**config.mk**
```make
export PLATFORM = sky130hd
export DESIGN_NAME = axi4s_slave_rx_flat
export DESIGN_NICKNAME = d
export VERILOG_FILES = /design/src/rtl/axi4s_slave_rx_if.sv /design/src/rtl/axi4s_slave_rx.sv /design/src/flat_wrapper.sv
export SDC_FILE = /design/constraint.sdc
export NUM_CORES = 1
export LEC_CHECK = 0
export ABC_AREA = 0
export CAP_MARGIN = 30
export CORE_ASPECT_RATIO = 1.4
export CORE_MARGIN = 2
export CORE_UTILIZATION = 46
export DETAILED_ROUTE_END_ITERATION = 10
export PLACE_DENSITY_LB_ADDON = 0.25
export SETUP_SLACK_MARGIN = 0.1
export SYNTH_ARGS = -nofsm -noshare
export SYNTH_HDL_FRONTEND = slang
export SYNTH_SLANG_ARGS = --single-unit
```
**constraint.sdc**
```tcl
create_clock -name aclk -period 8 [get_ports aclk]
set_input_delay 1.6 -clock aclk [delete_from_list [all_inputs] [get_ports aclk]]
set_output_delay 1.6 -clock aclk [all_outputs]
set_load 0.05 [all_outputs]
```
**src/rtl/axi4s_slave_rx_if.sv**
```systemverilog
// AXI4-Stream bundle shared by the stream master and slave blocks.
// tuser is carried for completeness; receivers may ignore it.
interface axi4s_if #(
  parameter int DATA_WIDTH = 64,
  parameter int USER_WIDTH = 1
);
  logic [DATA_WIDTH-1:0]   tdata;
  logic [DATA_WIDTH/8-1:0] tkeep;
  logic                    tvalid;
  logic                    tready;
  logic                    tlast;
  logic [USER_WIDTH-1:0]   tuser;

  modport master (
    output tdata, tkeep, tvalid, tlast, tuser,
    input  tready
  );

  modport slave (
    input  tdata, tkeep, tvalid, tlast, tuser,
    output tready
  );
endinterface

```
**src/rtl/axi4s_slave_rx.sv**
```systemverilog
// AXI4-Stream receiver: two-entry skid buffer into a FIFO-style consumer,
// with packet-length enforcement and beat/packet status counters.
module axi4s_slave_rx #(
  parameter int DATA_WIDTH = 64,
  parameter int MAX_BEATS  = 256,
  parameter int CNT_WIDTH  = 16
) (
  input  logic                         aclk,
  input  logic                         aresetn,
  axi4s_if.slave                       axi4s_slave_if,
  output logic [DATA_WIDTH-1:0]        fifo_data,
  output logic [DATA_WIDTH/8-1:0]      fifo_keep,
  output logic                         fifo_last,
  output logic                         fifo_valid,
  input  logic                         fifo_ready,
  output logic [$clog2(MAX_BEATS)-1:0] beat_count,
  output logic [CNT_WIDTH-1:0]         pkt_count,
  output logic                         len_err
);

  localparam int BC_W   = $clog2(MAX_BEATS);
  localparam int KEEP_W = DATA_WIDTH / 8;

  typedef enum logic [1:0] {
    ST_EMPTY = 2'd0,
    ST_ONE   = 2'd1,
    ST_TWO   = 2'd2
  } state_t;

  state_t state_q, state_d;

  logic                  tready_q;
  logic                  accept;
  logic                  fire;
  logic                  eff_last;
  logic                  load_m;
  logic                  m_from_s;
  logic                  load_s;

  logic [DATA_WIDTH-1:0] skid_data_p1;
  logic [KEEP_W-1:0]     skid_keep_p1;
  logic                  skid_last_p1;

  logic                  unused_tuser;

  assign unused_tuser          = ^axi4s_slave_if.tuser;
  assign axi4s_slave_if.tready = tready_q;

  assign accept     = axi4s_slave_if.tvalid && tready_q;
  assign fire       = fifo_valid && fifo_ready;
  assign fifo_valid = (state_q != ST_EMPTY);

  // A beat becomes the packet end either by tlast or by reaching the length cap
  assign eff_last = axi4s_slave_if.tlast || (beat_count == BC_W'(MAX_BEATS - 1));

  always_comb begin
    state_d  = state_q;
    load_m   = 1'b0;
    m_from_s = 1'b0;
    load_s   = 1'b0;
    case (state_q)
      ST_EMPTY: begin
        if (accept) begin
          load_m  = 1'b1;
          state_d = ST_ONE;
        end
      end
      ST_ONE: begin
        if (accept && fire) begin
          load_m = 1'b1;
        end else if (accept) begin
          load_s  = 1'b1;
          state_d = ST_TWO;
        end else if (fire) begin
          state_d = ST_EMPTY;
        end
      end
      ST_TWO: begin
        if (fire) begin
          load_m   = 1'b1;
          m_from_s = 1'b1;
          state_d  = ST_ONE;
        end
      end
      default: state_d = ST_EMPTY;
    endcase
  end

  // Control: buffer occupancy, registered tready, length/packet counters
  always_ff @(posedge aclk or negedge aresetn) begin
    if (!aresetn) begin
      state_q    <= ST_EMPTY;
      tready_q   <= 1'b0;
      beat_count <= '0;
      pkt_count  <= '0;
      len_err    <= 1'b0;
    end else begin
      state_q  <= state_d;
      tready_q <= (state_d != ST_TWO);
      len_err  <= accept && eff_last && !axi4s_slave_if.tlast;
      if (accept) begin
        if (eff_last) begin
          beat_count <= '0;
          pkt_count  <= pkt_count + 1'b1;
        end else begin
          beat_count <= beat_count + 1'b1;
        end
      end
    end
  end

  // Stage p0: main register, drives the consumer side directly
  always_ff @(posedge aclk or negedge aresetn) begin
    if (!aresetn) begin
      fifo_data <= '0;
      fifo_keep <= '0;
      fifo_last <= 1'b0;
    end else if (load_m) begin
      fifo_data <= m_from_s ? skid_data_p1 : axi4s_slave_if.tdata;
      fifo_keep <= m_from_s ? skid_keep_p1 : axi4s_slave_if.tkeep;
      fifo_last <= m_from_s ? skid_last_p1 : eff_last;
    end
  end

  // Stage p1: skid register, only meaningful while occupancy is TWO
  always_ff @(posedge aclk) begin
    if (load_s) begin
      skid_data_p1 <= axi4s_slave_if.tdata;
      skid_keep_p1 <= axi4s_slave_if.tkeep;
      skid_last_p1 <= eff_last;
    end
  end

endmodule
```
**src/flat_wrapper.sv**
```systemverilog
// flat-port wrapper written by rule: the top's interface ports become plain ports
module axi4s_slave_rx_flat 
#(
  parameter int DATA_WIDTH = 64,
  parameter int MAX_BEATS  = 256,
  parameter int CNT_WIDTH  = 16
)
  (aclk, aresetn, fifo_data, fifo_keep, fifo_last, fifo_valid, fifo_ready, beat_count, pkt_count, len_err, axi4s_slave_if_tdata, axi4s_slave_if_tkeep, axi4s_slave_if_tvalid, axi4s_slave_if_tlast, axi4s_slave_if_tuser, axi4s_slave_if_tready);
  axi4s_if #(.DATA_WIDTH(DATA_WIDTH)) axi4s_slave_if_i ();
  input  logic aclk;
  input  logic aresetn;
  output logic [DATA_WIDTH-1:0] fifo_data;
  output logic [DATA_WIDTH/8-1:0] fifo_keep;
  output logic fifo_last;
  output logic fifo_valid;
  input  logic fifo_ready;
  output logic [$clog2(MAX_BEATS)-1:0] beat_count;
  output logic [CNT_WIDTH-1:0] pkt_count;
  output logic len_err;
  input wire logic [$bits(axi4s_slave_if_i.tdata)-1:0] axi4s_slave_if_tdata;
  input wire logic [$bits(axi4s_slave_if_i.tkeep)-1:0] axi4s_slave_if_tkeep;
  input wire logic [$bits(axi4s_slave_if_i.tvalid)-1:0] axi4s_slave_if_tvalid;
  input wire logic [$bits(axi4s_slave_if_i.tlast)-1:0] axi4s_slave_if_tlast;
  input wire logic [$bits(axi4s_slave_if_i.tuser)-1:0] axi4s_slave_if_tuser;
  output wire logic [$bits(axi4s_slave_if_i.tready)-1:0] axi4s_slave_if_tready;
  assign axi4s_slave_if_i.tdata = axi4s_slave_if_tdata;
  assign axi4s_slave_if_i.tkeep = axi4s_slave_if_tkeep;
  assign axi4s_slave_if_i.tvalid = axi4s_slave_if_tvalid;
  assign axi4s_slave_if_i.tlast = axi4s_slave_if_tlast;
  assign axi4s_slave_if_i.tuser = axi4s_slave_if_tuser;
  assign axi4s_slave_if_tready = axi4s_slave_if_i.tready;
  axi4s_slave_rx #(.DATA_WIDTH(DATA_WIDTH), .MAX_BEATS(MAX_BEATS), .CNT_WIDTH(CNT_WIDTH)) u_core (.aclk(aclk), .aresetn(aresetn), .axi4s_slave_if(axi4s_slave_if_i), .fifo_data(fifo_data), .fifo_keep(fifo_keep), .fifo_last(fifo_last), .fifo_valid(fifo_valid), .fifo_ready(fifo_ready), .beat_count(beat_count), .pkt_count(pkt_count), .len_err(len_err));
endmodule
```
==> impl_metrics.ini, run 1 <==
[placement]
placed_area_mm2 = 0.00883
io_buffers = 176
gp_congestion = 0.795
hpwl_um = 10100
dp_cells = 865
pre_cts_slack_ps = 4140

[clocking]
clock_latency_ps = 420
htreeDepth = 4
cts_hold_buf = 0
post_cts_buffers = 0
cts_sinks = 174
cts_buffers = 17
cts_tree = done
cts-root-buf = clkbuf_16
cts.path.max_buffers = 2
cts.clk_slew.worst_paths_ps = 70
cts_resized = 0

[worst_setup_path]
cp_slowest_stage_delay_ps = 720
crit_type = reg2out
cp-start-kind = flip-flop
worstPathRequired_ps = 6400
critical_path_arrival_ps = 1930
cp_max_fo = 7
crit_chain = or2_2, clkdlybuf4s50_1
reg2regPathDepth = 5
critPathSlowestCell = clkdlybuf4s50_1
cp-end-kind = output pin

[synth]
synth_top_cell_area_share_pct = 36.5
yosysMostFrequentCell = dfrtp_1
synthTopCellsByCount = 101 x dfrtp_1, 81 x nor2_1, 76 x a21oi_1, 73 x edfxtp_1, 72 x mux2i_1
synth_adder_area_share_pct = 0.361
synth_area_leaders = dfrtp_1 37%, edfxtp_1 32%, mux2i_1 10%
syn_nets = 598
synth_top_area_cell = dfrtp_1
ys_ff_latch = 174
ys_types = 38
muxShareOfSynthArea_pct = 10.7
syn_area_per_cell_um2 = 13.4
synth-edff-count = 73
synth_ff_type = dfrtp_1
syn_area_mm2 = 0.00692
synth-simple-area-share_pct = 9.49
synth_top_family_by_area = multiplexers
seq_area_frac_synth_pct = 68.2
yosysWarnings = 0
synth_xor_area_share_pct = 2.40
ys_async_sr_fraction_pct = 58.0
synth_compound_area_share_pct = 6.40
synthCells = 518

[die]
coreArea_mm2 = 0.0149
die_area_mm2 = 0.0161
ioPinCount = 178
die_y_um = 149
fp.dieW_um = 108
num_rows = 53
initial_utilization_pct = 46.6

[timing]
finalClockSkew_ps = 8.93
grt_setup_unrepaired = false
tightest_slew_ps = 845
setup_viol_count_final = 0
hold_viol = 0
layout_setup_ws_ps = 4470
period_share_pct = 44.2
min_period_ps = 3530
fmax_ghz = 0.283
finalMaxSlewViolations = 0
slew-limit-headroom_pct = 43.6
finalSetupTns_ps = 0

[global_route]
grt_max_degree = 89
grt_pass1_vias = 4800
grt-ovfl-total = 0
grt_use_total_pct = 19.1
grt_pass1_wl_um = 24100
antenna_found_initial = 0

[power]
power.share.clock_pct = 20.7
p_sw_share_pct = 42.3
p_int_mw = 2.19
pwr-share-comb_pct = 44.3
ir_drop_mv = 0.184
switchingPower_mw = 1.61
powerDensity_mw_per_mm2 = 405
seqPwrFrac_pct = 35.0
p_leak_nw = 3.76

[run_status]
status = complete, no violations

[drt]
drt_iter0_drc = 208
drt_pass1_iterations = 4
drt-wirelength-per-cell_um = 17.0
antenna_left = 0
drc = 0
routed_via_density = 5.21
routed_wirelength_um = 15200
num_vias = 4674

[min_path]
hp-class = reg2reg
hold_depth = 1

[finish]
fin_area_mm2 = 0.00939
area_growth_pct = 35.7
drive_gt1_share_pct = 7.52
instances_no_fill = 897
fillerInstances = 1195
diodes = 0
layout.nets = 772

[job]
drv_cap = 0
-- logic make-up after synthesis --
family	Yosys count
flops	174
buf+inv	30
xor+xnor	19
simple gates	136
fa+ha+maj	2
compound gates	83
mux	74
-- cell usage in the layout, fill, tap and decap left out, types with 2 or more instances in the layout --
cell type / count
and3_1: 2
a21oi_1: 76
xnor2_1: 2
ha_1: 2
mux2_2: 2
clkinv_2: 3
clkdlybuf4s50_1: 175
inv_8: 2
dfrtp_1: 101
inv_6: 2
clkbuf_16: 17
o21ai_0: 4
nand2_1: 14
nand4_1: 3
or2_2: 2
nor2_1: 81
nor4_4: 2
nor4b_1: 2
buf_4: 7
edfxtp_1: 73
xor2_1: 17
nand3_1: 9
clkinv_4: 5
nor4_1: 4
mux2i_1: 72
inv_1: 3
nor3_1: 5
-- power groups by stage --
stage	clock network [mW]	logic (mW)	registers, mW
finish	0.787	1.68	1.33
global route	0.849	1.76	1.36
CTS	0.811	1.70	1.33
detailed placement	0	1.69	1.35
global placement	0	1.67	1.33
floorplan	0	0.376	2.08
-- through the flow --
stage | utilization, % | power (mW) | hold slack (ps)
6_report | 63.2 | 3.80 | 484
5_1_grt | 63.2 | 3.97 | 505
4_1_cts | 63.2 | 3.84 | 484
3_5_place_dp | 59.4 | 3.04 | 465
3_3_place_gp | 59.4 | 3.00 | 461
2_1_floorplan | - | 2.45 | 471
-- worst paths after layout --
check	from	slack [ps]	endpoint
worst max-delay path	u_core.state_q[1]	4470	fifo_valid
worst min-delay path	u_core.pkt_count[15]	480	u_core.pkt_count[15]
worst max register to register	u_core.state_q[1]	5690	u_core.fifo_data[3]
worst min register to register	u_core.pkt_count[15]	480	u_core.pkt_count[15]
max in group asynchronous	aresetn	5620	u_core.fifo_data[4]
min in group asynchronous	aresetn	1210	u_core.fifo_data[11]
-- layer usage --
metal / up-vias / part of all wire [%] / GRT usage, %
met5: - / 0 / 0
met4: 0 / 1.9 / 7.05
met3: 22 / 5.5 / 4.72
met2: 143 / 50 / 32.1
met1: 2306 / 43 / 23.9
li1: 2203 / - / -
-- final cells by class --
class | count | area, um2 | share of cell area, %
Clock inverter | 15 | 140 | 1.49
Tap cell | 192 | 240 | 2.56
Sequential cell | 174 | 4720 | 50.2
Multi-Input combinational cell | 314 | 2050 | 21.9
Inverter | 3 | 11.3 | 0.120
Timing Repair Buffer | 182 | 1800 | 19.2
Clock buffer | 17 | 425 | 4.53
-- flip-flops by register name (all words and copies together), names as in the netlist --
signal and flops:
u_core.fifo_last 1, u_core.axi4s_slave_if.tready 1, u_core.pkt_count 16, u_core.state_q 2
u_core.fifo_data 64, u_core.skid_data_p1 64, u_core.fifo_keep 8, u_core.skid_last_p1 1
u_core.len_err 1, u_core.beat_count 8, u_core.skid_keep_p1 8
-- critical path, delay by kind of cell, from the launching register on --
kind / cells / cell delay, ps
flops: 1 / 470
simple gates: 1 / 330
buf+inv: 1 / 720
Power figures use the tool's default switching activity.
==> run 2, diff against run 1 <==
CORE_UTILIZATION = 44   (was 46)
clock period = 3 ns   (was 8 ns; I/O delays follow)
==> impl_metrics.ini, run 2 (synthesis results as in run 1) <==
[run_status]
status = complete, no violations

[die]
fp.dieW_um = 110
num_rows = 54
initial_utilization_pct = 44.8
die_area_mm2 = 0.0168
ioPinCount = 178
die_y_um = 152
coreArea_mm2 = 0.0155

[global_route]
grt-ovfl-total = 0
grt_pass1_wl_um = 25200
grt_use_met2_pct = 32.4
grt_use_total_pct = 19.5
grt_pass1_vias = 4996
grt_util_met1_pct = 23.1
top_usage_layer = met2
grt_max_degree = 85
antenna_found_initial = 0
grtUsageMet3_pct = 6.12

[timing]
finalClockSkew_ps = 9.19
fmax_ghz = 0.393
finalMaxSlewViolations = 0
min_period_ps = 2540
setup_viol_count_final = 0
period_share_pct = 84.8
whs_ps = 265
grt_setup_unrepaired = false
hold_viol = 0
finalSetupTns_ps = 0
slew-limit-headroom_pct = 47.2
tightest_slew_ps = 792

[clocking]
htreeDepth = 4
post_cts_buffers = 0
cts_tree = done
cts_hold_buf = 0
cts-root-buf = clkbuf_16
cts_sinks = 174
clock_latency_ps = 420
cts.clk_slew.worst_paths_ps = 70
cts.path.max_buffers = 2
cts_buffers = 17
cts_resized = 0

[placement]
gp_congestion = 0.818
io_buffers = 176
hpwl_um = 10400

[min_path]
hp-class = in2async

[finish]
diodes = 0
mostFrequentLayoutCell = clkdlybuf4s50_1
drive_gt1_share_pct = 8.05
multi_input_comb_area_mm2 = 0.00208
layout.nets = 775
final_cell_mix = 175 x clkdlybuf4s50_1, 100 x dfrtp_1, 81 x nor2_1, 76 x a21oi_1, 73 x edfxtp_1
fillerInstances = 1218
area_growth_pct = 37.7
fin_util_pct = 61.6
area.sequential_mm2 = 0.00472
reg_top3 = u_core.fifo_data x64, u_core.skid_data_p1 x64, u_core.pkt_count x16

[drt]
routed_via_density = 5.18
drc = 0
drt_pass1_iterations = 4
antenna_left = 0
num_vias = 4681
drt_iter0_drc = 221
routed_wirelength_um = 15400
drt-wirelength-per-cell_um = 17.1

[power]
p_leak_nw = 3.80
pwr-share-comb_pct = 44.0
seqPwrFrac_pct = 34.7
p_int_mw = 5.97
ir_drop_mv = 0.681
p_sw_share_pct = 41.9
switchingPower_mw = 4.30
totalPowerFinal_mw = 10.3
power.share.clock_pct = 21.2
powerDensity_mw_per_mm2 = 1080

[worst_setup_path]
cp_max_fo = 7
crit_type = reg2out
critical_path_arrival_ps = 1940
cp-end-kind = output pin
worstPathRequired_ps = 2400
cp-start-kind = flip-flop

[job]
drv_cap = 0
==> run 2: path summary, 6_finish.rpt <==
kind                                       from  slack [ps]                      endpoint  cells after the start
min in group aclk          u_core.pkt_count[15]         480          u_core.pkt_count[15]                      1
max in group asynchronous               aresetn        1970  u_core.axi4s_slave_if.tready                      2
setup reg to reg           u_core.beat_count[0]        1140          u_core.pkt_count[15]                      5
hold reg to reg            u_core.pkt_count[15]         480          u_core.pkt_count[15]                      1
setup / recovery              u_core.state_q[1]         460                    fifo_valid                      2
hold / removal                          aresetn         270          u_core.fifo_data[54]                      1
==> run 2: area by class of cell <==
cell class | instances | share of cell area, %
multi-input cells | 314 | 21.8
clock buffers | 18 | 4.50
flip-flops and latches | 174 | 49.5
repair buffers | 185 | 19.8
well taps | 196 | 2.57
clock inverters | 14 | 1.68
inverters | 3 | 0.118
==> run 2: routing by layer <==
layer  up-vias  wire, um
li1       2211         -
met1      2316      6120
met2       127      8020
met3        27       858
met4         0       436
met5         -         0
==> run 2: power groups by stage <==
stage	combinational [mW]	sequential, mW	clock (mW)
after floorplan	1.02	5.53	0
after global placement	4.50	3.57	0
after detailed placement	4.56	3.61	0
after CTS	4.57	3.57	2.24
after global routing	4.75	3.64	2.34
final	4.52	3.56	2.18
==> run 2: critical path: stages (launching register included) <==
cell and delay [ps]:
dfrtp_1 480, or2_2 330, clkdlybuf4s50_1 720
==> run 2: per-stage QoR <==
stage	area, um2	setup slack (ps)	cells
floorplan	6980	-4.42	518
global placement	8950	536	872
detailed placement	8950	441	872
CTS	9540	431	904
global route	9540	389	904
finish	9540	455	904
==> run 3, diff against run 2 <==
CORE_UTILIZATION = 46   (was 44)
clock period = 2.6 ns   (was 3 ns; I/O delays follow)
==> impl_metrics.ini, run 3 (synthesis results as in run 1) <==
[run_status]
status = complete, no violations

[min_path]
hp-class = in2async

[global_route]
antenna_found_initial = 0
grt-ovfl-total = 0
grt_use_total_pct = 20.1
grt_max_degree = 56
grt_pass1_vias = 4999
grt_pass1_wl_um = 25000

[timing]
min_period_ps = 2320
hold_viol = 0
setup_viol_count_final = 0
period_share_pct = 89.3
grt_setup_unrepaired = false
finalClockSkew_ps = 10.3
layout_setup_ws_ps = 278
tightest_slew_ps = 575
finalMaxSlewViolations = 0
fmax_ghz = 0.431
slew-limit-headroom_pct = 61.5

[drt]
drc = 0
drt-wirelength-per-cell_um = 17.3
routed_via_density = 5.21
num_vias = 4724
routed_wirelength_um = 15700
drt_iter0_drc = 195
drt_pass1_iterations = 4
antenna_left = 0

[job]
drv_cap = 0

[die]
die_area_mm2 = 0.0161
coreArea_mm2 = 0.0149
num_rows = 53
initial_utilization_pct = 46.6
ioPinCount = 178
die_y_um = 149
fp.dieW_um = 108

[clocking]
cts_tree = done
cts_buffers = 17
cts.path.max_buffers = 2
cts_sinks = 174
cts-root-buf = clkbuf_16
post_cts_buffers = 0
htreeDepth = 4
cts.clk_slew.worst_paths_ps = 60
cts_hold_buf = 0
clock_latency_ps = 410

[worst_setup_path]
cp-end-kind = output pin
cp_top_family = buffers and inverters
crit_buf_inv = 1
cp-start-kind = flip-flop
crit_chain = clkdlybuf4s50_1
critical_path_arrival_ps = 1800
cp_max_fo = 7
worstPathRequired_ps = 2080
crit_type = reg2out
critPathSlowestCell = clkdlybuf4s50_1
r2r_slack_ps = 710
cp_slowest_stage_delay_ps = 870

[finish]
reg_top3 = u_core.fifo_data x64, u_core.skid_data_p1 x64, u_core.pkt_count x16
instances_no_fill = 906
final_cell_mix = 174 x clkdlybuf4s50_1, 100 x dfrtp_1, 81 x nor2_1, 76 x a21oi_1, 73 x edfxtp_1
mostFrequentLayoutCell = clkdlybuf4s50_1
diodes = 0
drive_gt1_share_pct = 8.26
layout.nets = 781
area_growth_pct = 38.1
fin_util_pct = 64.4

[power]
powerDensity_mw_per_mm2 = 1230
p_leak_nw = 3.83
ir_drop_mv = 0.689

[placement]
hpwl_um = 10500
dp_cells = 874
pre_cts_slack_ps = 211
io_buffers = 176
gp_congestion = 0.770
[run 3: cell count changes in the layout (fill, tap and decap cells not counted), moves of 2 or more]
cell,delta
buf_4,+4
inv_6,-2
clkinv_4,-3
buf_12,+2
clkbuf_1,+2
clkbuf_8,+3
[run 3: worst paths after layout]
kind,startpoint,endpoint,cells after the start
worst max-delay path,u_core.beat_count[2],beat_count[2],1
worst min-delay path,aresetn,u_core.fifo_data[16],1
worst max register to register,u_core.state_q[1],u_core.fifo_data[61],5
worst min register to register,u_core.pkt_count[15],u_core.pkt_count[15],1
max in group asynchronous,aresetn,u_core.axi4s_slave_if.tready,2
min in group aclk,u_core.pkt_count[15],u_core.pkt_count[15],1
[run 3: layer usage]
| layer | vias up | routed length [um] | GRT usage, % |
|---|---|---|---|
| met5 | - | 0 | 0 |
| met4 | 0 | 182 | 6.22 |
| met3 | 12 | 954 | 7.08 |
| met2 | 143 | 8080 | 34.0 |
| met1 | 2345 | 6460 | 24.0 |
| li1 | 2224 | - | - |
[run 3: report_power, final]
group / internal [mW] / leakage [nW] / switching, mW
clock: 1.40 / 0.269 / 1.01
sequential: 3.64 / 1.87 / 0.455
combinational: 1.82 / 1.69 / 3.42
total: 6.86 / 3.83 / 4.89
[run 3: timing repair]
item                                    in CTS  in global routing
resized for setup                            0                  1
endpoints found under the setup margin       0                  1
hold endpoints to repair                     0                  0
[run 3: final cells by class]
type	count	area [um2]
clock inverter	9	83.8
clock buffer	23	478
tap	192	240
timing repair buffer	191	1960
sequential	174	4720
multi-input combinational	314	2060
inverter	3	11.3
fill	1172	5290
[run 3: metrics by stage]
step | setup TNS [ps] | power (mW) | hold WS (ps) | cell area (um2)
6_report | 0 | 11.7 | 71.0 | 9560
4_1_cts | 0 | 11.9 | 76.4 | 9560
3_3_place_gp | 0 | 9.30 | 459 | 9000
5_1_grt | 0 | 12.3 | 80.1 | 9560
3_5_place_dp | 0 | 9.42 | 459 | 9000
2_1_floorplan | -30040 | 7.54 | 224 | 6950
